[src/rtl/adc_serial_transmitter_if.sv]
// adc_serial_transmitter_if: write port, status and CS/sdata link of the ADC emulator
interface adc_serial_transmitter_if #(
  parameter int DATA_W  = 16,
  parameter int FIFO_AW = 2
);
  logic              CS;
  logic              wr_en;
  logic [DATA_W-1:0] wr_data;
  logic              sdata;
  logic              full;
  logic              empty;
  logic [FIFO_AW:0]  count;
  logic              tx_busy;
  logic              tx_done_tick;
  logic              overflow;
  logic              underflow;
  modport master (
    output CS, wr_en, wr_data,
    input  sdata, full, empty, count, tx_busy, tx_done_tick, overflow, underflow
  );
  modport slave (
    input  CS, wr_en, wr_data,
    output sdata, full, empty, count, tx_busy, tx_done_tick, overflow, underflow
  );
endinterface

[src/rtl/adc_serial_transmitter.sv]
// adc_serial_transmitter: FIFO-buffered serial ADC emulator, one MSB-first word per CS-low window (ADC_LEAD_ZEROS_EN: 4 leading zeros + 12-bit sample)
module adc_serial_transmitter #(
  parameter int DATA_W  = 16,
  parameter int FIFO_AW = 2
) (
  input logic                   SCLK,
  input logic                   reset,
  adc_serial_transmitter_if.slave bus
);
  localparam int DEPTH = 2 ** FIFO_AW;
  localparam int CNT_W = $clog2(DATA_W);
  localparam logic [FIFO_AW:0] DEPTH_C = (FIFO_AW + 1)'(DEPTH);
  localparam logic [CNT_W-1:0] CNT_MAX = CNT_W'(DATA_W - 1);
  typedef enum logic [1:0] {IDLE, SHIFT, HOLD} state_t;
  state_t            state, state_n;
  logic [DATA_W-1:0] mem [DEPTH];
  logic [FIFO_AW-1:0] wr_ptr, rd_ptr;
  logic [FIFO_AW:0]  count;
  logic [DATA_W-1:0] shreg, shreg_n, head, load_word;
  logic [CNT_W-1:0]  bit_cnt, bit_cnt_n;
  logic              cs_d, sdata, sdata_n;
  logic              done_q, done_n, under_q, under_n, over_q, over_n;
  logic              start, pop, push, full, empty;
  assign full  = count == DEPTH_C;
  assign empty = count == '0;
  assign start = state == IDLE && !bus.CS && cs_d;
  assign pop   = start && !empty;
  assign push  = bus.wr_en && (!full || pop);
  assign head  = mem[rd_ptr];
`ifdef ADC_LEAD_ZEROS_EN
  assign load_word = pop ? head & {4'b0000, {(DATA_W-4){1'b1}}} : '0;
`else
  assign load_word = pop ? head : '0;
`endif
  // next-state logic: frame start loads the head word, SHIFT walks bits MSB first, HOLD sends zeros until CS rises
  always_comb begin
    state_n   = state;
    shreg_n   = shreg;
    bit_cnt_n = bit_cnt;
    sdata_n   = 1'b0;
    done_n    = 1'b0;
    under_n   = 1'b0;
    over_n    = bus.wr_en && full && !pop;
    case (state)
      IDLE: if (start) begin
        state_n   = SHIFT;
        shreg_n   = load_word;
        sdata_n   = load_word[DATA_W-1];
        bit_cnt_n = CNT_MAX;
        under_n   = empty;
      end
      SHIFT: if (bus.CS) begin
        state_n = IDLE;
      end else if (bit_cnt == '0) begin
        state_n = HOLD;
        done_n  = 1'b1;
      end else begin
        shreg_n   = shreg << 1;
        sdata_n   = shreg[DATA_W-2];
        bit_cnt_n = bit_cnt - 1'b1;
      end
      HOLD: state_n = bus.CS ? IDLE : HOLD;
      default: state_n = IDLE;
    endcase
  end
  // FSM, shifter, pulses and FIFO pointers; async reset abandons any frame and empties the FIFO
  always_ff @(posedge SCLK or negedge reset) begin
    if (!reset) begin
      state   <= IDLE;
      shreg   <= '0;
      bit_cnt <= '0;
      sdata   <= 1'b0;
      cs_d    <= 1'b1;
      done_q  <= 1'b0;
      under_q <= 1'b0;
      over_q  <= 1'b0;
      wr_ptr  <= '0;
      rd_ptr  <= '0;
      count   <= '0;
    end else begin
      state   <= state_n;
      shreg   <= shreg_n;
      bit_cnt <= bit_cnt_n;
      sdata   <= sdata_n;
      cs_d    <= bus.CS;
      done_q  <= done_n;
      under_q <= under_n;
      over_q  <= over_n;
      wr_ptr  <= push ? wr_ptr + 1'b1 : wr_ptr;
      rd_ptr  <= pop ? rd_ptr + 1'b1 : rd_ptr;
      count   <= count + (FIFO_AW + 1)'(push) - (FIFO_AW + 1)'(pop);
    end
  end
  // FIFO storage; the head is read before a same-cycle write lands on a full FIFO
  always_ff @(posedge SCLK) begin
    if (push) mem[wr_ptr] <= bus.wr_data;
  end
  assign bus.sdata        = sdata;
  assign bus.full         = full;
  assign bus.empty        = empty;
  assign bus.count        = count;
  assign bus.tx_busy      = state == SHIFT;
  assign bus.tx_done_tick = done_q;
  assign bus.overflow     = over_q;
  assign bus.underflow    = under_q;
endmodule

[src/flat_wrapper.sv]
// flat-port wrapper written by rule: the top's interface ports become plain ports
module adc_serial_transmitter_flat 
#(
  parameter int DATA_W  = 16,
  parameter int FIFO_AW = 2
)
  (SCLK, reset, bus_CS, bus_wr_en, bus_wr_data, bus_sdata, bus_full, bus_empty, bus_count, bus_tx_busy, bus_tx_done_tick, bus_overflow, bus_underflow);
  adc_serial_transmitter_if #(.DATA_W(DATA_W), .FIFO_AW(FIFO_AW)) bus_i ();
  input logic SCLK;
  input logic reset;
  input wire logic [$bits(bus_i.CS)-1:0] bus_CS;
  input wire logic [$bits(bus_i.wr_en)-1:0] bus_wr_en;
  input wire logic [$bits(bus_i.wr_data)-1:0] bus_wr_data;
  output wire logic [$bits(bus_i.sdata)-1:0] bus_sdata;
  output wire logic [$bits(bus_i.full)-1:0] bus_full;
  output wire logic [$bits(bus_i.empty)-1:0] bus_empty;
  output wire logic [$bits(bus_i.count)-1:0] bus_count;
  output wire logic [$bits(bus_i.tx_busy)-1:0] bus_tx_busy;
  output wire logic [$bits(bus_i.tx_done_tick)-1:0] bus_tx_done_tick;
  output wire logic [$bits(bus_i.overflow)-1:0] bus_overflow;
  output wire logic [$bits(bus_i.underflow)-1:0] bus_underflow;
  assign bus_i.CS = bus_CS;
  assign bus_i.wr_en = bus_wr_en;
  assign bus_i.wr_data = bus_wr_data;
  assign bus_sdata = bus_i.sdata;
  assign bus_full = bus_i.full;
  assign bus_empty = bus_i.empty;
  assign bus_count = bus_i.count;
  assign bus_tx_busy = bus_i.tx_busy;
  assign bus_tx_done_tick = bus_i.tx_done_tick;
  assign bus_overflow = bus_i.overflow;
  assign bus_underflow = bus_i.underflow;
  adc_serial_transmitter #(.DATA_W(DATA_W), .FIFO_AW(FIFO_AW)) u_core (.SCLK(SCLK), .reset(reset), .bus(bus_i));
endmodule
[config.mk]
export PLATFORM = sky130hd
export DESIGN_NAME = adc_serial_transmitter_flat
export DESIGN_NICKNAME = d
export VERILOG_FILES = /design/src/rtl/adc_serial_transmitter_if.sv /design/src/rtl/adc_serial_transmitter.sv /design/src/flat_wrapper.sv
export SDC_FILE = /design/constraint.sdc
export NUM_CORES = 1
export LEC_CHECK = 0
export CORE_MARGIN = 10
export CORE_UTILIZATION = 30
export CTS_CLUSTER_SIZE = 20
export DETAILED_ROUTE_END_ITERATION = 7
export REMOVE_ABC_BUFFERS = 1
export SYNTH_ARGS = -nofsm -noshare
export SYNTH_HDL_FRONTEND = slang
export SYNTH_SLANG_ARGS = --single-unit
[constraint.sdc]
create_clock -name SCLK -period 2.1 [get_ports SCLK]
set_input_delay 0.42 -clock SCLK [delete_from_list [all_inputs] [get_ports SCLK]]
set_output_delay 0.42 -clock SCLK [all_outputs]
set_load 0.03 [all_outputs]
==> metrics.cfg, run 1 <==
[pwr]
switching_share=0.321
ir_drop_mv=0.488
comb_power_share=0.330
powerDensity_nw_per_um2=1340
leakagePower_uw=0.00191
seq_power_share=0.434
p_sw_uw=2130
p_int_uw=4500
p_clk_frac=0.236

[logic_synthesis]
postSynth.asyncResetShare=0.340
synth_top_area_frac=0.487
synth_flop_cell=edfxtp_1
synth_seq_cells=97
netlist_area_sq_um=3950
synth_warnings=0
yosys.cell_types.count=36
yosys-top-cells-area=edfxtp_1 (49%), dfrtp_1 (20%), mux4_2 (6.3%), ha_1 (3.5%), mux4_1 (3.3%)
synth_edf_count=64
avgSynthCellArea_sq_um=17.1
synth_compound_area_frac=0.0545
synth_xor_area_frac=0.0111
synth-simple-area-share=0.0688
synth_top_family_by_area=multiplexers
synth-seq-area-share=0.697
syn_inst=231
synthAdderAreaFrac=0.0399
synth_area_leader_cell=edfxtp_1
synth.area.mux_share=0.107

[global_route]
grt_antenna_before_repair=0
grt_max_degree=34
grt_pass1_wl_microns=12000
gr-total-overflow=0
grt.total_usage=0.0848
grt_pass1_vias=2277

[cells_and_area]
drive_gt1_frac=0.241
nets=322
fin_cells=467
n_antenna_cell=0
multi_input_area_sq_um=1120
n_fill_cell=1175
seq_area_sq_um=2750
utilization=0.388
areaGrowthSynthToFinish_pct=25.7

[critical_path]
crit_path_cell_trace=inv_2, ha_2, nand3b_1, nor2_2, ha_1, inv_1, ha_2, fa_1
critical_path_class=flop to flop
cp.arrival_ns=2.21
startpoint_type=flop
cp_max_fo=4
path_delay_family=adder cells
cpMostUsedCell=ha_2
reg2reg_slack_ns=0.11
crit_buf_inv=2
required_ns=2.32
crit_path_end_kind=flop
worst_path_max_delay_cell=fa_1
max_stage_delay_ns=0.41

[cts]
cts_root_buf=clkbuf_16
clock-sinks=97
clk_latency_ns=0.34
clockBufferDepth=2
htree_num_levels=3
cts_tree=built
numCtsBuffers=9
hold_buffers=0
cts.clk_slew.worst_paths_ns=0.07

[detailed_routing]
vias_per_cell=4.54
post-route-drc-count=0
via_count=2122
wl_met2_microns=3660
wl_met3_microns=357
drt_iter0_markers=137
drtPass1Iterations=4
ant_nets=0
wire_per_inst_microns=15.8
wl_microns=7380
top_layer=met4
met1_length_microns=3310

[floorplanning]
fp.dieH_microns=135
rows=41
die_w_microns=135
coreArea_sq_um=12800
die-area_sq_um=18100
pin_count=30
initial_utilization=0.309

[sta]
fin_hold_ws_ns=0.480
setup_tns_ns=0
grt_setup_unrepaired=false
drv_slew=0
setup_viol=0
tightest_slew_ns=0.449
relSlewSlack=0.701
fmax_mhz=502
hold_violations=0
finalCriticalPeriod_ns=1.99
finClkSkew_ns=0.00788
period_share=0.949

[outcome]
status=completed

[min_path]
hp-class=flop to flop

[run]
cap_viol_max_count=0

[placed_design]
place_inst=447
gp_congestion=0.734
port_buffers=29
dp_hpwl_microns=4900

area by class of cell:
| type | count | share of cell area |
|---|---|---|
| Tap cell | 172 | 0.0434 |
| Inverter | 10 | 0.00757 |
| Multi-Input combinational cell | 116 | 0.225 |
| Clock buffer | 9 | 0.0454 |
| Sequential cell | 97 | 0.554 |
| Clock inverter | 7 | 0.0131 |
| Timing Repair Buffer | 56 | 0.111 |
metrics by stage:
stage | power [uW] | worst slack, ns | cell area [sq um]
finish | 6630 | 0.107 | 4960
global route | 7040 | 0.000594 | 4960
CTS | 6700 | 0.0132 | 4920
detailed placement | 5120 | -0.226 | 4630
global placement | 5050 | -0.203 | 4630
floorplan | 4180 | -0.707 | 3900
layer usage:
layer | vias up | GRT usage
met5 | - | 0
met3 | 6 | 0.0308
li1 | 1004 | -
met4 | 0 | 0.0200
met2 | 48 | 0.138
met1 | 1064 | 0.104
registers in the layout (all words and copies together) (netlist names):
| register | count |
|---|---|
| u_core.bit_cnt | 4 |
| u_core.mem | 64 |
| u_core.bus.underflow | 1 |
| u_core.bus.count | 3 |
| u_core.cs_d | 1 |
| u_core.shreg | 15 |
| u_core.bus.overflow | 1 |
| u_core.state | 2 |
| u_core.bus.sdata | 1 |
| u_core.rd_ptr | 2 |
| u_core.wr_ptr | 2 |
| u_core.bus.tx_done_tick | 1 |
power groups by stage:
stage	Sequential [uW]	Combinational [uW]	Clock, uW
after floorplan	2990	1190	0
after global placement	2900	2150	0
after detailed placement	2920	2200	0
after CTS	2880	2200	1610
after global routing	2940	2410	1690
final	2880	2190	1560
worst reg2reg max path, cell delays in order, from the launching register on:
cell and delay (ns):
dfrtp_1 0.39, inv_2 0.09, ha_2 0.19, nand3b_1 0.16
nor2_2 0.17, ha_1 0.24, inv_1 0.06, ha_2 0.17
fa_1 0.41
placed cells by master (no fill, tap or decap), drive strengths merged, types with 3 or more instances in the layout:
cell / count
and3: 5
nor3: 3
xnor2: 3
nand2: 23
nor2: 12
ha: 11
clkdlybuf4s50: 26
mux4: 16
nand2b: 3
a221oi: 4
inv: 12
a22oi: 11
dfrtp: 32
clkbuf: 9
clkinv: 4
buf: 29
edfxtp: 64
Yosys cell counts, drive strengths merged (3+ instances only):
cell type,instances
dfrtp,32
nand2b,3
nor3,3
ha,11
xnor2,3
a221oi,4
mux4,16
edfxtp,64
buf,6
a22oi,11
nand2,23
inv,10
and3,5
nor2,12
path summary, 6_finish.rpt:
check	from	to	cells past startpoint
worst max-delay path	u_core.state[1]$_DFFE_PN0P_	u_core.bus.count[1]$_DFF_PN0_	8
worst min-delay path	u_core.shreg[3]$_DFFE_PN0P_	u_core.shreg[3]$_DFFE_PN0P_	2
worst max register to register	u_core.state[1]$_DFFE_PN0P_	u_core.bus.count[1]$_DFF_PN0_	8
worst min register to register	u_core.shreg[3]$_DFFE_PN0P_	u_core.shreg[3]$_DFFE_PN0P_	2
max in group asynchronous	reset	u_core.cs_d$_DFF_PN1_	2
min in group asynchronous	reset	u_core.bus.tx_done_tick$_DFF_PN0_	2
what timing repair did:
item,4_1_cts,5_1_grt
buffers inserted,0,4
gates resized for setup,1,4
pin swaps,0,2
setup endpoints to repair,1,2
cells by family (layout without fill, tap and decap cells):
| kind of cell | count (synthesis) | after routing |
|---|---|---|
| flip-flops | 97 | 97 |
| AND/OR/NAND/NOR | 54 | 54 |
| AO/OA/AOI/OAI | 25 | 25 |
| multiplexers | 20 | 20 |
| buffers and inverters | 18 | 82 |
| adder cells (fa/ha/maj) | 12 | 12 |
| XOR/XNOR | 5 | 5 |
No activity file was read; power rests on OpenSTA's default activity.
==> inputs of run 2 (changes only) <==
--- a/config.mk
+++ b/config.mk
@@ -9,7 +9,9 @@
 export CORE_UTILIZATION = 30
 export CTS_CLUSTER_SIZE = 20
 export DETAILED_ROUTE_END_ITERATION = 7
+export HOLD_SLACK_MARGIN = 0.12
 export REMOVE_ABC_BUFFERS = 1
 export SYNTH_ARGS = -nofsm -noshare
 export SYNTH_HDL_FRONTEND = slang
 export SYNTH_SLANG_ARGS = --single-unit
+export TNS_END_PERCENT = 5
==> results of run 2 <==
The final DEF is identical to that of run 1; final timing and power are the same.
==> inputs of run 3 (changes only) <==
--- a/config.mk
+++ b/config.mk
@@ -5,11 +5,15 @@
 export SDC_FILE = /design/constraint.sdc
 export NUM_CORES = 1
 export LEC_CHECK = 0
+export CELL_PAD_IN_SITES_DETAIL_PLACEMENT = 1
+export CELL_PAD_IN_SITES_GLOBAL_PLACEMENT = 2
 export CORE_MARGIN = 10
 export CORE_UTILIZATION = 30
+export CTS_CLUSTER_DIAMETER = 60
 export CTS_CLUSTER_SIZE = 20
 export DETAILED_ROUTE_END_ITERATION = 7
 export HOLD_SLACK_MARGIN = 0.12
+export PLACE_DENSITY_LB_ADDON = 0.1
 export REMOVE_ABC_BUFFERS = 1
 export SYNTH_ARGS = -nofsm -noshare
 export SYNTH_HDL_FRONTEND = slang
==> run 3 against run 2 <==
Compared with the run above:
- sequential cell count is the same
- cell area grew 0.10%
- critical endpoint is now bus_count[1]
- setup slack gained 0.013 ns
- register-to-register slack is essentially flat
- sequential share of layout area shrank 0.056 points
==> metrics.cfg, run 3 (synthesized netlist as in run 1, its figures left out) <==
[sta]
setup_viol=0  ; unchanged
fin_hold_ws_ns=0.116  ; was 0.480 ns
setup_tns_ns=0  ; unchanged
relSlewSlack=0.680  ; was 0.701
fmax_mhz=505  ; was 502 MHz
drv_slew=0  ; unchanged
period_share=0.943  ; was 0.949
tightest_slew_ns=0.479  ; was 0.449 ns
finClkSkew_ns=0.00820  ; was 0.00788 ns
finalCriticalPeriod_ns=1.98  ; was 1.99 ns
hold_violations=0  ; unchanged

[cells_and_area]
regMostFlops=u_core.mem  ; unchanged
top_regs=u_core.mem: 64 flops, u_core.shreg: 15 flops, u_core.bit_cnt: 4 flops  ; unchanged
final_area_sq_um=4960  ; about the same
final_cell_mix=edfxtp_1 (64), dfrtp_1 (32), buf_4 (26), clkdlybuf4s50_1 (25), nand2_1 (23)  ; was edfxtp_1 (64), dfrtp_1 (32), clkdlybuf4s50_1 (26), buf_4 (24), nand2_1 (23)
final_common_cell=edfxtp_1  ; unchanged
nets=324  ; was 322
largest_register_ffs=64  ; unchanged
fin_cells=469  ; was 467
drive_gt1_frac=0.232  ; was 0.241
areaGrowthSynthToFinish_pct=25.8  ; was 25.7%
n_antenna_cell=0  ; unchanged
n_fill_cell=1278  ; was 1,175

[critical_path]
max_stage_delay_ns=0.67  ; was 0.41 ns
rr_worst_depth=9  ; was 8
worst_path_max_delay_cell=clkdlybuf4s50_1  ; was fa_1
path_depth=2  ; was 8
crit_buf_inv=2  ; unchanged
crit_path_end_kind=output pin  ; was flop
required_ns=1.68  ; was 2.32 ns
cp.arrival_ns=1.56  ; was 2.21 ns
cp_max_fo=4  ; unchanged
crit_path_cell_trace=buf_4, clkdlybuf4s50_1  ; was inv_2, ha_2, nand3b_1, nor2_2, ha_1, inv_1, ha_2, fa_1
reg2reg_slack_ns=0.12  ; was 0.11 ns
startpoint_type=flop  ; unchanged
path_delay_family=buffers and inverters  ; was adder cells
critical_path_class=flop to output pin  ; was flop to flop

[detailed_routing]
ant_nets=0  ; unchanged
via_count=2177  ; was 2,122
post-route-drc-count=0  ; unchanged
wire_per_inst_microns=18.3  ; was 15.8 microns
drtPass1Iterations=4  ; unchanged
drt_iter0_markers=77  ; was 137
vias_per_cell=4.64  ; was 4.54
wl_microns=8560  ; was 7380 microns

[placed_design]
place_inst=451  ; was 447
placed_area_sq_um=4660  ; was 4630 sq um
gp_congestion=0.666  ; was 0.734
port_buffers=29  ; unchanged
dp_hpwl_microns=5450  ; was 4900 microns

[floorplanning]
fp.dieH_microns=135  ; unchanged
die-area_sq_um=18100  ; unchanged
die_w_microns=135  ; unchanged
coreArea_sq_um=12800  ; unchanged
initial_utilization=0.309  ; unchanged
pin_count=30  ; unchanged
rows=41  ; unchanged

[global_route]
grt_antenna_before_repair=0  ; unchanged
grt_pass1_wl_microns=13700  ; was 12,000 microns
grt.total_usage=0.100  ; was 0.0848
grt_max_degree=34  ; unchanged
gr-total-overflow=0  ; unchanged
grt_pass1_vias=2382  ; was 2,277

[pwr]
ir_drop_mv=0.587  ; was 0.488 mV
power_uw=6790  ; was 6630 uW
powerDensity_nw_per_um2=1370  ; was 1340 nW/um^2
leakagePower_uw=0.00192  ; was 0.00191 uW

[cts]
cts.clk_slew.worst_paths_ns=0.06  ; was 0.07 ns
cts_root_buf=clkbuf_16  ; unchanged
numCtsBuffers=9  ; unchanged
clock-sinks=97  ; unchanged
clk_latency_ns=0.35  ; was 0.34 ns
htree_num_levels=3  ; unchanged
clockBufferDepth=2  ; unchanged
cts_tree=built  ; unchanged

[run]
cap_viol_max_count=0  ; unchanged

[min_path]
hp-class=input port to asynchronous set/reset pin  ; was flop to flop

[outcome]
status=completed  ; unchanged

-- run 3: cell type report --
cell class              count  area [sq um]  share of cell area
well taps                 172           215              0.0434
inverters                  10          37.5             0.00756
clock buffers              10           229              0.0461
flip-flops and latches     97          2750               0.554
multi-input cells         116          1110               0.224
clock inverters             6          63.8              0.0129
repair buffers             58           559               0.113
-- run 3: worst reg2reg max path, delay by kind of cell, from the launching register on --
family | cells | cell delay (ns)
buffers and inverters | 2 | 0.10
adder cells (fa/ha/maj) | 4 | 1.06
XOR/XNOR | 1 | 0.13
AND/OR/NAND/NOR | 2 | 0.23
flip-flops | 1 | 0.34
-- run 3: per-stage QoR --
step	worst slack, ns	util
CTS	0.0539	0.387
global route	-0.0210	0.389
global placement	-0.210	0.365
floorplan	-0.707	-
detailed placement	-0.222	0.365
finish	0.120	0.389
-- run 3: report_power, final --
| group | total [uW] | leakage (uW) | switching, uW | internal [uW] |
|---|---|---|---|---|
| logic | 2350 | 0.000790 | 1220 | 1130 |
| registers | 2810 | 0.000991 | 225 | 2580 |
| clock network | 1630 | 0.000141 | 707 | 926 |
-- run 3: final timing paths --
check / from / endpoint
worst max-delay path: u_core.bus.count[1]$_DFF_PN0_ / bus_count[1]
worst min-delay path: reset / u_core.bus.underflow$_DFF_PN0_
worst max register to register: u_core.state[0]$_DFFE_PN0P_ / u_core.bus.count[2]$_DFF_PN0_
max in group asynchronous: reset / u_core.cs_d$_DFF_PN1_
worst min register to register: u_core.shreg[1]$_DFFE_PN0P_ / u_core.shreg[1]$_DFFE_PN0P_
min in group SCLK: u_core.shreg[1]$_DFFE_PN0P_ / u_core.shreg[1]$_DFFE_PN0P_
-- run 3: per-layer routing --
metal  track usage  part of all wire
met3        0.0245             0.025
met5             0                 0
met2         0.163              0.50
met1         0.120              0.45
met4        0.0544             0.020
-- run 3: repair_timing --
item,in CTS,in global routing
endpoints found under the setup margin,1,2
gates resized for setup,1,0
hold endpoints to repair,0,0
buffers inserted,0,2
pin swaps,0,2
hold buffers,0,0
